--- src/rtl/ollar_pkg.sv ---
// -----------------------------------------------------------------------------
// ollar_pkg
// Shared types and constants for the OLLAR instruction-fetch front end.
//   fetch_state_t    : FETCH (normal fetching) / FLUSH (draining stale responses)
//   OLLAR_XLEN       : default address/instruction width
//   OLLAR_INSN_BYTES : default PC increment per fetch
//   ollar_cnt_width  : width of a counter able to hold 0..depth inclusive
// -----------------------------------------------------------------------------
package ollar_pkg;

    localparam int OLLAR_XLEN       = 32;
    localparam int OLLAR_INSN_BYTES = 4;

    typedef enum logic [0:0] {
        FETCH = 1'b0,
        FLUSH = 1'b1
    } fetch_state_t;

    function automatic int ollar_cnt_width(input int depth);
        return $clog2(depth) + 1;
    endfunction

endpackage

--- src/rtl/ollar_fetch_queue_if.sv ---
// -----------------------------------------------------------------------------
// ollar_fetch_queue_if
// Bundles the memory fetch port, the redirect strobe and the decode handshake
// of the fetch front end.
//   master : the fetch queue (drives MEM_ADDRESS/MEM_REQUEST and the IR head)
//   slave  : the environment (memory, branch unit and decode stage)
// -----------------------------------------------------------------------------
interface ollar_fetch_queue_if
    import ollar_pkg::*;
#(
    parameter int XLEN = OLLAR_XLEN
);
    logic [XLEN-1:0] MEM_ADDRESS_PIN;
    logic            MEM_REQUEST_PIN;
    logic            MEM_GRANT_PIN;
    logic [XLEN-1:0] MEM_INPUT_PIN;
    logic            MEM_VALID_PIN;
    logic            REDIRECT_PIN;
    logic [XLEN-1:0] REDIRECT_ADDRESS_PIN;
    logic            IR_VALID_PIN;
    logic [XLEN-1:0] IR_PIN;
    logic [XLEN-1:0] IR_PC_PIN;
    logic            IR_READY_PIN;

    modport master (
        output MEM_ADDRESS_PIN, MEM_REQUEST_PIN, IR_VALID_PIN, IR_PIN, IR_PC_PIN,
        input  MEM_GRANT_PIN, MEM_INPUT_PIN, MEM_VALID_PIN,
        input  REDIRECT_PIN, REDIRECT_ADDRESS_PIN, IR_READY_PIN
    );

    modport slave (
        input  MEM_ADDRESS_PIN, MEM_REQUEST_PIN, IR_VALID_PIN, IR_PIN, IR_PC_PIN,
        output MEM_GRANT_PIN, MEM_INPUT_PIN, MEM_VALID_PIN,
        output REDIRECT_PIN, REDIRECT_ADDRESS_PIN, IR_READY_PIN
    );
endinterface

--- src/rtl/ollar_sync_fifo.sv ---
// -----------------------------------------------------------------------------
// ollar_sync_fifo
// DEPTH x WIDTH synchronous FIFO with synchronous clear. The head entry is read
// straight out of the storage flops, so o_rdata is a registered value.
//   i_clk, i_rst_n : clock, asynchronous active-low reset (storage zeroed)
//   i_push/i_wdata : write one entry (ignored when full unless popping too)
//   i_pop          : drop the head entry (ignored when empty)
//   i_clear        : empty the FIFO, wins over push/pop
//   o_rdata        : head entry
//   o_count        : occupancy 0..DEPTH
//   o_full/o_empty : occupancy flags
// DEPTH must be a power of two >= 2 so the pointers wrap naturally.
// -----------------------------------------------------------------------------
module ollar_sync_fifo #(
    parameter int DEPTH = 4,
    parameter int WIDTH = 64
) (
    input  logic                     i_clk,
    input  logic                     i_rst_n,
    input  logic                     i_push,
    input  logic                     i_pop,
    input  logic                     i_clear,
    input  logic [WIDTH-1:0]         i_wdata,
    output logic [WIDTH-1:0]         o_rdata,
    output logic [$clog2(DEPTH):0]   o_count,
    output logic                     o_full,
    output logic                     o_empty
);
    localparam int AW = $clog2(DEPTH);
    localparam int CW = AW + 1;

    logic [WIDTH-1:0] r_mem [DEPTH];
    logic [AW-1:0]    r_wr_ptr;
    logic [AW-1:0]    r_rd_ptr;
    logic [CW-1:0]    r_count;
    logic             w_do_push;
    logic             w_do_pop;

    assign o_empty   = (r_count == CW'(0));
    assign o_full    = (r_count == CW'(DEPTH));
    assign o_count   = r_count;
    assign o_rdata   = r_mem[r_rd_ptr];
    assign w_do_pop  = i_pop && !o_empty;
    // A full FIFO may still accept a push when the head leaves in the same cycle
    assign w_do_push = i_push && (!o_full || w_do_pop);

    // Storage, pointers and occupancy
    always_ff @(posedge i_clk or negedge i_rst_n) begin
        if (!i_rst_n) begin
            for (int i = 0; i < DEPTH; i++) begin
                r_mem[i] <= '0;
            end
            r_wr_ptr <= '0;
            r_rd_ptr <= '0;
            r_count  <= '0;
        end else if (i_clear) begin
            r_wr_ptr <= '0;
            r_rd_ptr <= '0;
            r_count  <= '0;
        end else begin
            if (w_do_push) begin
                r_mem[r_wr_ptr] <= i_wdata;
                r_wr_ptr        <= r_wr_ptr + AW'(1);
            end
            if (w_do_pop) begin
                r_rd_ptr <= r_rd_ptr + AW'(1);
            end
            r_count <= r_count + CW'(w_do_push) - CW'(w_do_pop);
        end
    end
endmodule

--- src/rtl/ollar_fetch_queue.sv ---
// -----------------------------------------------------------------------------
// ollar_fetch_queue
// Instruction-fetch front end: owns the PC, issues pipelined fetches, buffers
// returned words in a DEPTH-entry queue and presents {insn, pc} to decode.
// A redirect reloads the PC, clears the queue and discards every response
// still in flight (FLUSH state) before fetching resumes.
//   CLOCK_PIN : system clock, rising edge
//   RESET_PIN : asynchronous active-low reset
//   bus       : ollar_fetch_queue_if.master (memory port, redirect, IR handshake)
// Configuration macro OLLAR_FETCH_BYPASS_EN: when defined, a response arriving
// while the queue is empty is presented to decode combinationally in the same
// cycle and is not written if decode takes it. Undefined: the queue adds one
// cycle and there is no MEM_INPUT -> IR path.
// -----------------------------------------------------------------------------
module ollar_fetch_queue
    import ollar_pkg::*;
#(
    parameter int              XLEN         = OLLAR_XLEN,
    parameter int              DEPTH        = 4,
    parameter logic [XLEN-1:0] RESET_VECTOR = '0,
    parameter int              INSN_BYTES   = OLLAR_INSN_BYTES
) (
    input logic                 CLOCK_PIN,
    input logic                 RESET_PIN,
    ollar_fetch_queue_if.master bus
);
    localparam int              CW      = ollar_cnt_width(DEPTH);
    localparam logic [CW:0]     DEPTH_W = (CW + 1)'(DEPTH);
    localparam logic [XLEN-1:0] STEP    = XLEN'(INSN_BYTES);

    fetch_state_t     r_state, w_state_next;
    logic [XLEN-1:0]  r_pc, w_pc_next;
    logic [XLEN-1:0]  r_resp_pc, w_resp_pc_next;
    logic [CW-1:0]    r_inflight, w_inflight_next;
    logic [CW-1:0]    r_discard, w_discard_next;

    logic [CW-1:0]    w_count;
    logic             w_full;
    logic             w_empty;
    logic [2*XLEN-1:0] w_head;
    logic             w_req;
    logic             w_grant;
    logic             w_fresh;
    logic             w_byp_take;
    logic             w_push;
    logic             w_pop;

    // Request only while fetching, not redirecting, and while every word that
    // could come back still has a queue slot waiting for it.
    assign w_req   = RESET_PIN && (r_state == FETCH) && !bus.REDIRECT_PIN && !w_full
                     && (({1'b0, w_count} + {1'b0, r_inflight}) < DEPTH_W);
    assign w_grant = w_req && bus.MEM_GRANT_PIN;
    // A response that belongs to the current instruction stream
    assign w_fresh = (r_state == FETCH) && bus.MEM_VALID_PIN && !bus.REDIRECT_PIN;
    assign w_pop   = !w_empty && bus.IR_READY_PIN && !bus.REDIRECT_PIN;
    assign w_push  = w_fresh && !w_byp_take;

    assign bus.MEM_REQUEST_PIN = w_req;
    assign bus.MEM_ADDRESS_PIN = r_pc;

`ifdef OLLAR_FETCH_BYPASS_EN
    logic w_byp;
    assign w_byp            = w_fresh && w_empty;
    assign w_byp_take       = w_byp && bus.IR_READY_PIN;
    assign bus.IR_VALID_PIN = !w_empty || w_byp;
    assign bus.IR_PIN       = w_byp ? bus.MEM_INPUT_PIN : w_head[2*XLEN-1:XLEN];
    assign bus.IR_PC_PIN    = w_byp ? r_resp_pc : w_head[XLEN-1:0];
`else
    assign w_byp_take       = 1'b0;
    assign bus.IR_VALID_PIN = !w_empty;
    assign bus.IR_PIN       = w_head[2*XLEN-1:XLEN];
    assign bus.IR_PC_PIN    = w_head[XLEN-1:0];
`endif

    ollar_sync_fifo #(
        .DEPTH (DEPTH),
        .WIDTH (2 * XLEN)
    ) u_fifo (
        .i_clk   (CLOCK_PIN),
        .i_rst_n (RESET_PIN),
        .i_push  (w_push),
        .i_pop   (w_pop),
        .i_clear (bus.REDIRECT_PIN),
        .i_wdata ({bus.MEM_INPUT_PIN, r_resp_pc}),
        .o_rdata (w_head),
        .o_count (w_count),
        .o_full  (w_full),
        .o_empty (w_empty)
    );

    // Next-state logic for the FSM, PCs and in-flight/discard counters
    always_comb begin
        w_state_next    = r_state;
        w_pc_next       = r_pc;
        w_resp_pc_next  = r_resp_pc;
        w_inflight_next = r_inflight;
        w_discard_next  = r_discard;
        if (bus.REDIRECT_PIN) begin
            w_pc_next       = bus.REDIRECT_ADDRESS_PIN;
            w_resp_pc_next  = bus.REDIRECT_ADDRESS_PIN;
            w_inflight_next = '0;
            // Everything still owed by memory becomes stale, minus the
            // response that is being dropped right now.
            w_discard_next  = r_inflight + r_discard + CW'(w_grant) - CW'(bus.MEM_VALID_PIN);
            if (r_state == FETCH) begin
                w_state_next = (w_discard_next != '0) ? FLUSH : FETCH;
            end else begin
                w_state_next = FLUSH;
            end
        end else begin
            if (w_grant) begin
                w_pc_next = r_pc + STEP;
            end else begin
                w_pc_next = r_pc;
            end
            case (r_state)
                FETCH: begin
                    w_inflight_next = r_inflight + CW'(w_grant) - CW'(bus.MEM_VALID_PIN);
                    if (bus.MEM_VALID_PIN) begin
                        w_resp_pc_next = r_resp_pc + STEP;
                    end else begin
                        w_resp_pc_next = r_resp_pc;
                    end
                end
                FLUSH: begin
                    if (bus.MEM_VALID_PIN && (r_discard != '0)) begin
                        w_discard_next = r_discard - CW'(1);
                    end else begin
                        w_discard_next = r_discard;
                    end
                    w_state_next = (w_discard_next == '0) ? FETCH : FLUSH;
                end
                default: begin
                    w_state_next = FETCH;
                end
            endcase
        end
    end

    // FSM state, PC and counter registers
    always_ff @(posedge CLOCK_PIN or negedge RESET_PIN) begin
        if (!RESET_PIN) begin
            r_state    <= FETCH;
            r_pc       <= RESET_VECTOR;
            r_resp_pc  <= RESET_VECTOR;
            r_inflight <= '0;
            r_discard  <= '0;
        end else begin
            r_state    <= w_state_next;
            r_pc       <= w_pc_next;
            r_resp_pc  <= w_resp_pc_next;
            r_inflight <= w_inflight_next;
            r_discard  <= w_discard_next;
        end
    end
endmodule

--- src/flat_wrapper.sv ---
// flat-port wrapper written by rule: the top's interface ports become plain ports
module ollar_fetch_queue_flat import ollar_pkg::*;
#(
    parameter int              XLEN         = OLLAR_XLEN,
    parameter int              DEPTH        = 4,
    parameter logic [XLEN-1:0] RESET_VECTOR = '0,
    parameter int              INSN_BYTES   = OLLAR_INSN_BYTES
)
  (CLOCK_PIN, RESET_PIN, bus_MEM_ADDRESS_PIN, bus_MEM_REQUEST_PIN, bus_IR_VALID_PIN, bus_IR_PIN, bus_IR_PC_PIN, bus_MEM_GRANT_PIN, bus_MEM_INPUT_PIN, bus_MEM_VALID_PIN, bus_REDIRECT_PIN, bus_REDIRECT_ADDRESS_PIN, bus_IR_READY_PIN);
  ollar_fetch_queue_if #(.XLEN(XLEN)) bus_i ();
  input logic CLOCK_PIN;
  input logic RESET_PIN;
  output wire logic [$bits(bus_i.MEM_ADDRESS_PIN)-1:0] bus_MEM_ADDRESS_PIN;
  output wire logic [$bits(bus_i.MEM_REQUEST_PIN)-1:0] bus_MEM_REQUEST_PIN;
  output wire logic [$bits(bus_i.IR_VALID_PIN)-1:0] bus_IR_VALID_PIN;
  output wire logic [$bits(bus_i.IR_PIN)-1:0] bus_IR_PIN;
  output wire logic [$bits(bus_i.IR_PC_PIN)-1:0] bus_IR_PC_PIN;
  input wire logic [$bits(bus_i.MEM_GRANT_PIN)-1:0] bus_MEM_GRANT_PIN;
  input wire logic [$bits(bus_i.MEM_INPUT_PIN)-1:0] bus_MEM_INPUT_PIN;
  input wire logic [$bits(bus_i.MEM_VALID_PIN)-1:0] bus_MEM_VALID_PIN;
  input wire logic [$bits(bus_i.REDIRECT_PIN)-1:0] bus_REDIRECT_PIN;
  input wire logic [$bits(bus_i.REDIRECT_ADDRESS_PIN)-1:0] bus_REDIRECT_ADDRESS_PIN;
  input wire logic [$bits(bus_i.IR_READY_PIN)-1:0] bus_IR_READY_PIN;
  assign bus_MEM_ADDRESS_PIN = bus_i.MEM_ADDRESS_PIN;
  assign bus_MEM_REQUEST_PIN = bus_i.MEM_REQUEST_PIN;
  assign bus_IR_VALID_PIN = bus_i.IR_VALID_PIN;
  assign bus_IR_PIN = bus_i.IR_PIN;
  assign bus_IR_PC_PIN = bus_i.IR_PC_PIN;
  assign bus_i.MEM_GRANT_PIN = bus_MEM_GRANT_PIN;
  assign bus_i.MEM_INPUT_PIN = bus_MEM_INPUT_PIN;
  assign bus_i.MEM_VALID_PIN = bus_MEM_VALID_PIN;
  assign bus_i.REDIRECT_PIN = bus_REDIRECT_PIN;
  assign bus_i.REDIRECT_ADDRESS_PIN = bus_REDIRECT_ADDRESS_PIN;
  assign bus_i.IR_READY_PIN = bus_IR_READY_PIN;
  ollar_fetch_queue #(.XLEN(XLEN), .DEPTH(DEPTH), .RESET_VECTOR(RESET_VECTOR), .INSN_BYTES(INSN_BYTES)) u_core (.CLOCK_PIN(CLOCK_PIN), .RESET_PIN(RESET_PIN), .bus(bus_i));
endmodule
--- config.mk ---
export PLATFORM = sky130hd
export DESIGN_NAME = ollar_fetch_queue_flat
export DESIGN_NICKNAME = d
export VERILOG_FILES = /design/src/rtl/ollar_pkg.sv /design/src/rtl/ollar_fetch_queue_if.sv /design/src/rtl/ollar_sync_fifo.sv /design/src/rtl/ollar_fetch_queue.sv /design/src/flat_wrapper.sv
export SDC_FILE = /design/constraint.sdc
export NUM_CORES = 1
export LEC_CHECK = 0
export ABC_AREA = 1
export CAP_MARGIN = 20
export CORE_UTILIZATION = 50
export DETAILED_ROUTE_END_ITERATION = 8
export PLACE_DENSITY = 0.79
export SLEW_MARGIN = 10
export SYNTH_ARGS = -nofsm -noshare
export SYNTH_HDL_FRONTEND = slang
export SYNTH_HIERARCHICAL = 1
export SYNTH_SLANG_ARGS = --single-unit
--- constraint.sdc ---
create_clock -name CLOCK_PIN -period 3.1 [get_ports CLOCK_PIN]
set_input_delay 0.62 -clock CLOCK_PIN [delete_from_list [all_inputs] [get_ports CLOCK_PIN]]
set_output_delay 0.62 -clock CLOCK_PIN [all_outputs]
set_load 0.1 [all_outputs]
# After elaboration in Yosys (flattened, before gate mapping)
# Cells that the tools add are included.
[classes]
mux = 28
order_cmp = 4
n_div = 0
shifts = 0
bitwise_logic = 4
addsub = 13
multipliers = 0
eq_ne = 2
reduce_logical = 28
[op_table]
columns = ["operator", "n"]
rows = [
  ["$bwmux W256", 1],
  ["$mux W64", 3],
  ["$mux W32", 5],
  ["$bmux W64 S2", 1],
  ["$demux W64 S2", 1],
  ["$add A32 B3 Y32 const B", 2],
  ["$mux W3", 8],
  ["$logic_and A1 B1 Y1", 13],
  ["$reduce_bool A2 Y1", 5],
  ["$add A3 B1 Y3", 3],
  ["$sub A3 B1 Y3", 3],
  ["$mux W2", 4],
  ["$ge A3 B3 Y1 const B", 2],
  ["$logic_not A3 Y1", 2],
  ["$not A2 Y3", 2],
  ["$reduce_bool A3 Y1", 2],
  ["$mux W1", 5],
  ["$add A2 B1 Y2 const B", 2],
  ["$add A3 B3 Y4", 1],
  ["$lt A4 B3 Y1 const B", 1],
  ["$reduce_and A2 Y1", 2],
  ["$add A3 B3 Y3", 1],
  ["$eq A3 B3 Y1 const B", 1],
  ["$logic_not A1 Y1", 3],
  ["5 further kinds", 6],
]
[totals]
ram_bits = 0
inputBits = 70
output_inout_bits = 98
wordCells = 91
reg_bits = 334
mem_count = 0
mem_bits_ro = 0
latch_bits = 0

# Longest topological paths before layout
[logic_depth]
depth_word = 12
ltp_mapped = 16
mapped_depth_nobuf = 16

# By module
# Netlist, hierarchy kept.
[modules_own_cells]
columns = ["mod", "cells_each", "area_each_um2", "n_inst", "seq_area_each_um2"]
rows = [
  ["ollar_sync_fifo", 1499, 11956.5, 1, 6581.3],
  ["ollar_fetch_queue", 737, 5093.6, 1, 1776.7],
]

# Least setup slack after synthesis
# Ideal clock, no wire load.
[synth_path]
kind = "input -> output"
startpoint = "input bus_REDIRECT_PIN"
endpoint = "output bus_MEM_REQUEST_PIN"
path_buffers = 1
t_required_ps = 2480
path_stages = 4
setup_slack_ps = -474
arrival_time_ps = 2954
path_cell_list = "buf_6 > nor2_4 > nand2_1 > nor3_1"
[synth_via]
elab_chain_cells = 4
[synth_lines]
columns = ["item", "line_no", "text"]
rows = [
  ["start, declared", "flat_wrapper.sv:21", "input wire logic [$bits(bus_i.REDIRECT_PIN)-1:0] bus_REDIRECT_PIN;"],
  ["$logic_not A1 Y1", "ollar_fetch_queue.sv:50", "assign w_req = RESET_PIN && (r_state == FETCH) && !bus.REDIRECT_PIN && !w_full"],
  ["$logic_and A1 B1 Y1 (2 in a row)", "ollar_fetch_queue.sv:50", ""],
  ["$logic_and A1 B1 Y1", "ollar_fetch_queue.sv:51", "&& (({1'b0, w_count} + {1'b0, r_inflight}) < DEPTH_W);"],
  ["end, declared", "flat_wrapper.sv:14", "output wire logic [$bits(bus_i.MEM_REQUEST_PIN)-1:0] bus_MEM_REQUEST_PIN;"],
]
# No other way between the ends.

# Final worst setup path
[layout_path]
startpoint = "register u_core.u_fifo.r_rd_ptr[0]"
endpoint = "output bus_IR_PC_PIN[14]"
[layout_via]
elab_chain_cells = 4
[layout_lines]
columns = ["item", "line_no", "text"]
rows = [
  ["start, declared", "ollar_sync_fifo.sv:34", "logic [AW-1:0] r_rd_ptr;"],
  ["start signal, assigned", "ollar_sync_fifo.sv:66", "r_rd_ptr <= r_rd_ptr + AW'(1);"],
  ["$not A2 Y3 (implied by the code)", "ollar_sync_fifo.sv:42", "assign o_rdata = r_mem[r_rd_ptr];"],
  ["$bmux W64 S2", "ollar_sync_fifo.sv:42", ""],
  ["$mux W64 (implied by the code) (2 in a row)", "ollar_sync_fifo.sv:42", ""],
  ["end, declared", "flat_wrapper.sv:17", "output wire logic [$bits(bus_i.IR_PC_PIN)-1:0] bus_IR_PC_PIN;"],
]
# No other way between the ends. The select of a mux whose other input is x is not followed.

==> qor.yml <==
rsz0062_at_grt: "no"
synth_edf_count: 0
dominantRegCellSynth: "dfrtp_1"
start_util_pct: 50.8
synth_warnings: 6
setup_tns_ps: 0
firstDrtPassIters: 6
ys_seq_area_share_pct: 49.0
vias: 15900
syn_area_um2: 17100
clk_latency_ps: 510
worstPathArrival_ps: 2290
dp_cells: 2782
cts.sinks: 334
synth.avg_cell_area_um2: 7.63
path_buf_inv: 3
crit_start: "u_core/u_fifo/r_rd_ptr[0]"
syn_inst: 2236
r2r_start: "u_core/u_fifo/o_count[1]"
total_power_mw: 16.8
clock_skew_ps: 10.2
cp-endpoint: "bus_IR_PC_PIN[14]"
drt.antenna.violating_nets: 0
die_w_um: 187
required_ps: 2480
timing.rr.end: "u_core/r_discard[2]"
rr_worst_depth: 14
cp_max_fo: 88
crit_cells: 5
grt_use_total_pct: 28.3
p_leak_nw: 11.0
drv_slew: 0
post_cts_resized: 0
clockBufferDepth: 3
antenna_cells: 0
finalHoldViolations: 0
areaGrowthSynthToFinish_pct: 23.6
synth.most_common_cell: "nand2_1"
utilization_pct: 62.9
cts_setup_buffers: 0
cp_slowest_cell: "dfrtp_4"
relSlewSlack_pct: 34.9
synthesis.nets: 2326
crit_chain: "clkinv_2 > buf_12 > o21ai_0 > o22ai_1 > buf_12"
synth.distinct_cells: 41
critPathKind: "reg2out"
io_buffers: 167
slowest_delay_ps: 500
powerDensity_nw_per_um2: 795
dp_slack_ps: 115
drtIter0Drc: 1666
wl_per_cell_um: 17.3
ys_ff_latch: 334
synthTopCellsByArea: "dfrtp_1, nand2_1, o21ai_0, nor2_1, o22ai_1"
rrSetupSlack_ps: 280
grt_max_degree: 137
drive_gt1_share_pct: 12.0
cts_max_level: 2
setup_ws_ps: 195
core_area_um2: 33500
startpoint_type: "flip-flop"
worst_pin_slew_ps: 977
hold_class: "in2async"
final_nets: 2462
async_flop_share_pct: 100
end_kind: "output port"
yosys-top-cells-count: "nand2_1, dfrtp_1, nor2_1"
setup_viol: 0
path_clk_slew_ps: 60
ir_drop_uv: 526
crit_family: "buffers and inverters"
pin_count: 168
rows: 67
synth_area_leader_cell: "dfrtp_1"
synth.top_cell.area_share_pct: 49.0
ctsHoldBuffers: 0
die_area_um2: 34800
hpwl_um: 30700
drc_errors: 0
layoutNonFillerInstCount: 2844
outcome: "completed"
maxCapViolCount: 0
cts_buffers: 36
antenna_found_initial: 0
die-height_um: 187
vias_per_cell: 5.60
grt_remaining_overflow: 0
fin_crit_sh_pct: 93.7
period_minus_slack_ps: 2910
totalWireLength_um: 49200
fmax_ghz: 0.344
grt_pass1_vias: 15700
cpMostUsedCell: "buf_12"
cts_tree: "built"
grt_first_pass_wirelength_um: 80100
cts_root_buf: "clkbuf_16"
gp_congestion: 0.887
==> power breakdown <==
group,internal [mW],switching (mW),leakage [nW],total [mW]
clock,2.49,1.73,0.568,4.22
combinational,2.26,4.71,5.94,6.97
sequential,4.96,0.609,4.46,5.57
total,9.71,7.05,11.0,16.8
==> metal layers <==
metal  share of wire, %  track usage [%]
met1                 41             38.4
met2                 47             46.6
met3                8.3             3.87
met4                2.7             9.74
met5                  0                0
==> worst register-to-register path: cells and delay by family, from the launching register on <==
kind,cells,cell delay [ps]
fa+ha+maj,3,1190
flops,1,470
simple gates,5,460
compound gates,3,240
xor+xnor,1,200
buf+inv,2,140
==> area by class of cell <==
class	instances	area [um2]
fillers	2784	12500
flip-flops and latches	334	8360
multi-input cells	1682	7880
repair buffers	205	2690
clock buffers	53	1080
well taps	448	561
inverters	113	425
clock inverters	9	86.3
==> cells by family (layout without fill, tap and decap cells) <==
kind of cell / after synthesis / after routing / share of synthesized area [%]
flops: 334 / 334 / 49.0
xor+xnor: 23 / 23 / 1.18
fa+ha+maj: 20 / 20 / 1.64
buf+inv: 220 / 380 / 6.27
compound gates: 278 / 278 / 9.06
simple gates: 1361 / 1361 / 32.8
==> flip-flops by register name, summed over array words and instances (netlist names) <==
register / flops
u_core/bus.MEM_ADDRESS_PIN: 32
u_core/r_state: 1
u_core/u_fifo/r_rd_ptr: 2
u_core/r_inflight: 3
u_core/u_fifo/r_mem: 256
u_core/u_fifo/o_count: 3
u_core/r_discard: 3
u_core/u_fifo/r_wr_ptr: 2
u_core/r_resp_pc: 32
==> layout by cell type (no fill, tap or decap), types with 19 or more instances in the layout <==
cell type | synthesis | layout
clkdlybuf4s50_1 | 0 | 67
a21oi_1 | 19 | 19
inv_1 | 107 | 106
clkbuf_16 | 0 | 37
nand3_1 | 67 | 67
buf_4 | 4 | 58
nor2_1 | 198 | 198
buf_12 | 0 | 78
dfrtp_1 | 334 | 332
o22ai_1 | 65 | 31
nand2_1 | 1017 | 1017
o22ai_2 | 0 | 34
o21ai_0 | 159 | 159
==> worst min-delay path by stage <==
stage	start	end	slack (ps)	cells past startpoint
2_1_floorplan	RESET_PIN	u_core/bus.MEM_ADDRESS_PIN[0]	320	0
3_3_place_gp	u_core/u_fifo/r_mem[75]	u_core/u_fifo/r_mem[75]	460	2
3_5_place_dp	u_core/u_fifo/r_mem[101]	u_core/u_fifo/r_mem[101]	460	2
4_1_cts	RESET_PIN	u_core/u_fifo/r_mem[182]	290	2
5_1_grt	RESET_PIN	u_core/u_fifo/r_mem[120]	310	2
6_report	RESET_PIN	u_core/u_fifo/r_mem[120]	250	2
==> stage by stage <==
stage | cell area, um2 | hold slack [ps]
6_report | 21100 | 253
5_1_grt | 21100 | 306
4_1_cts | 21100 | 290
3_5_place_dp | 19900 | 460
3_3_place_gp | 19900 | 456
2_1_floorplan | 17300 | 324
(Power assumes the default switching activity.)
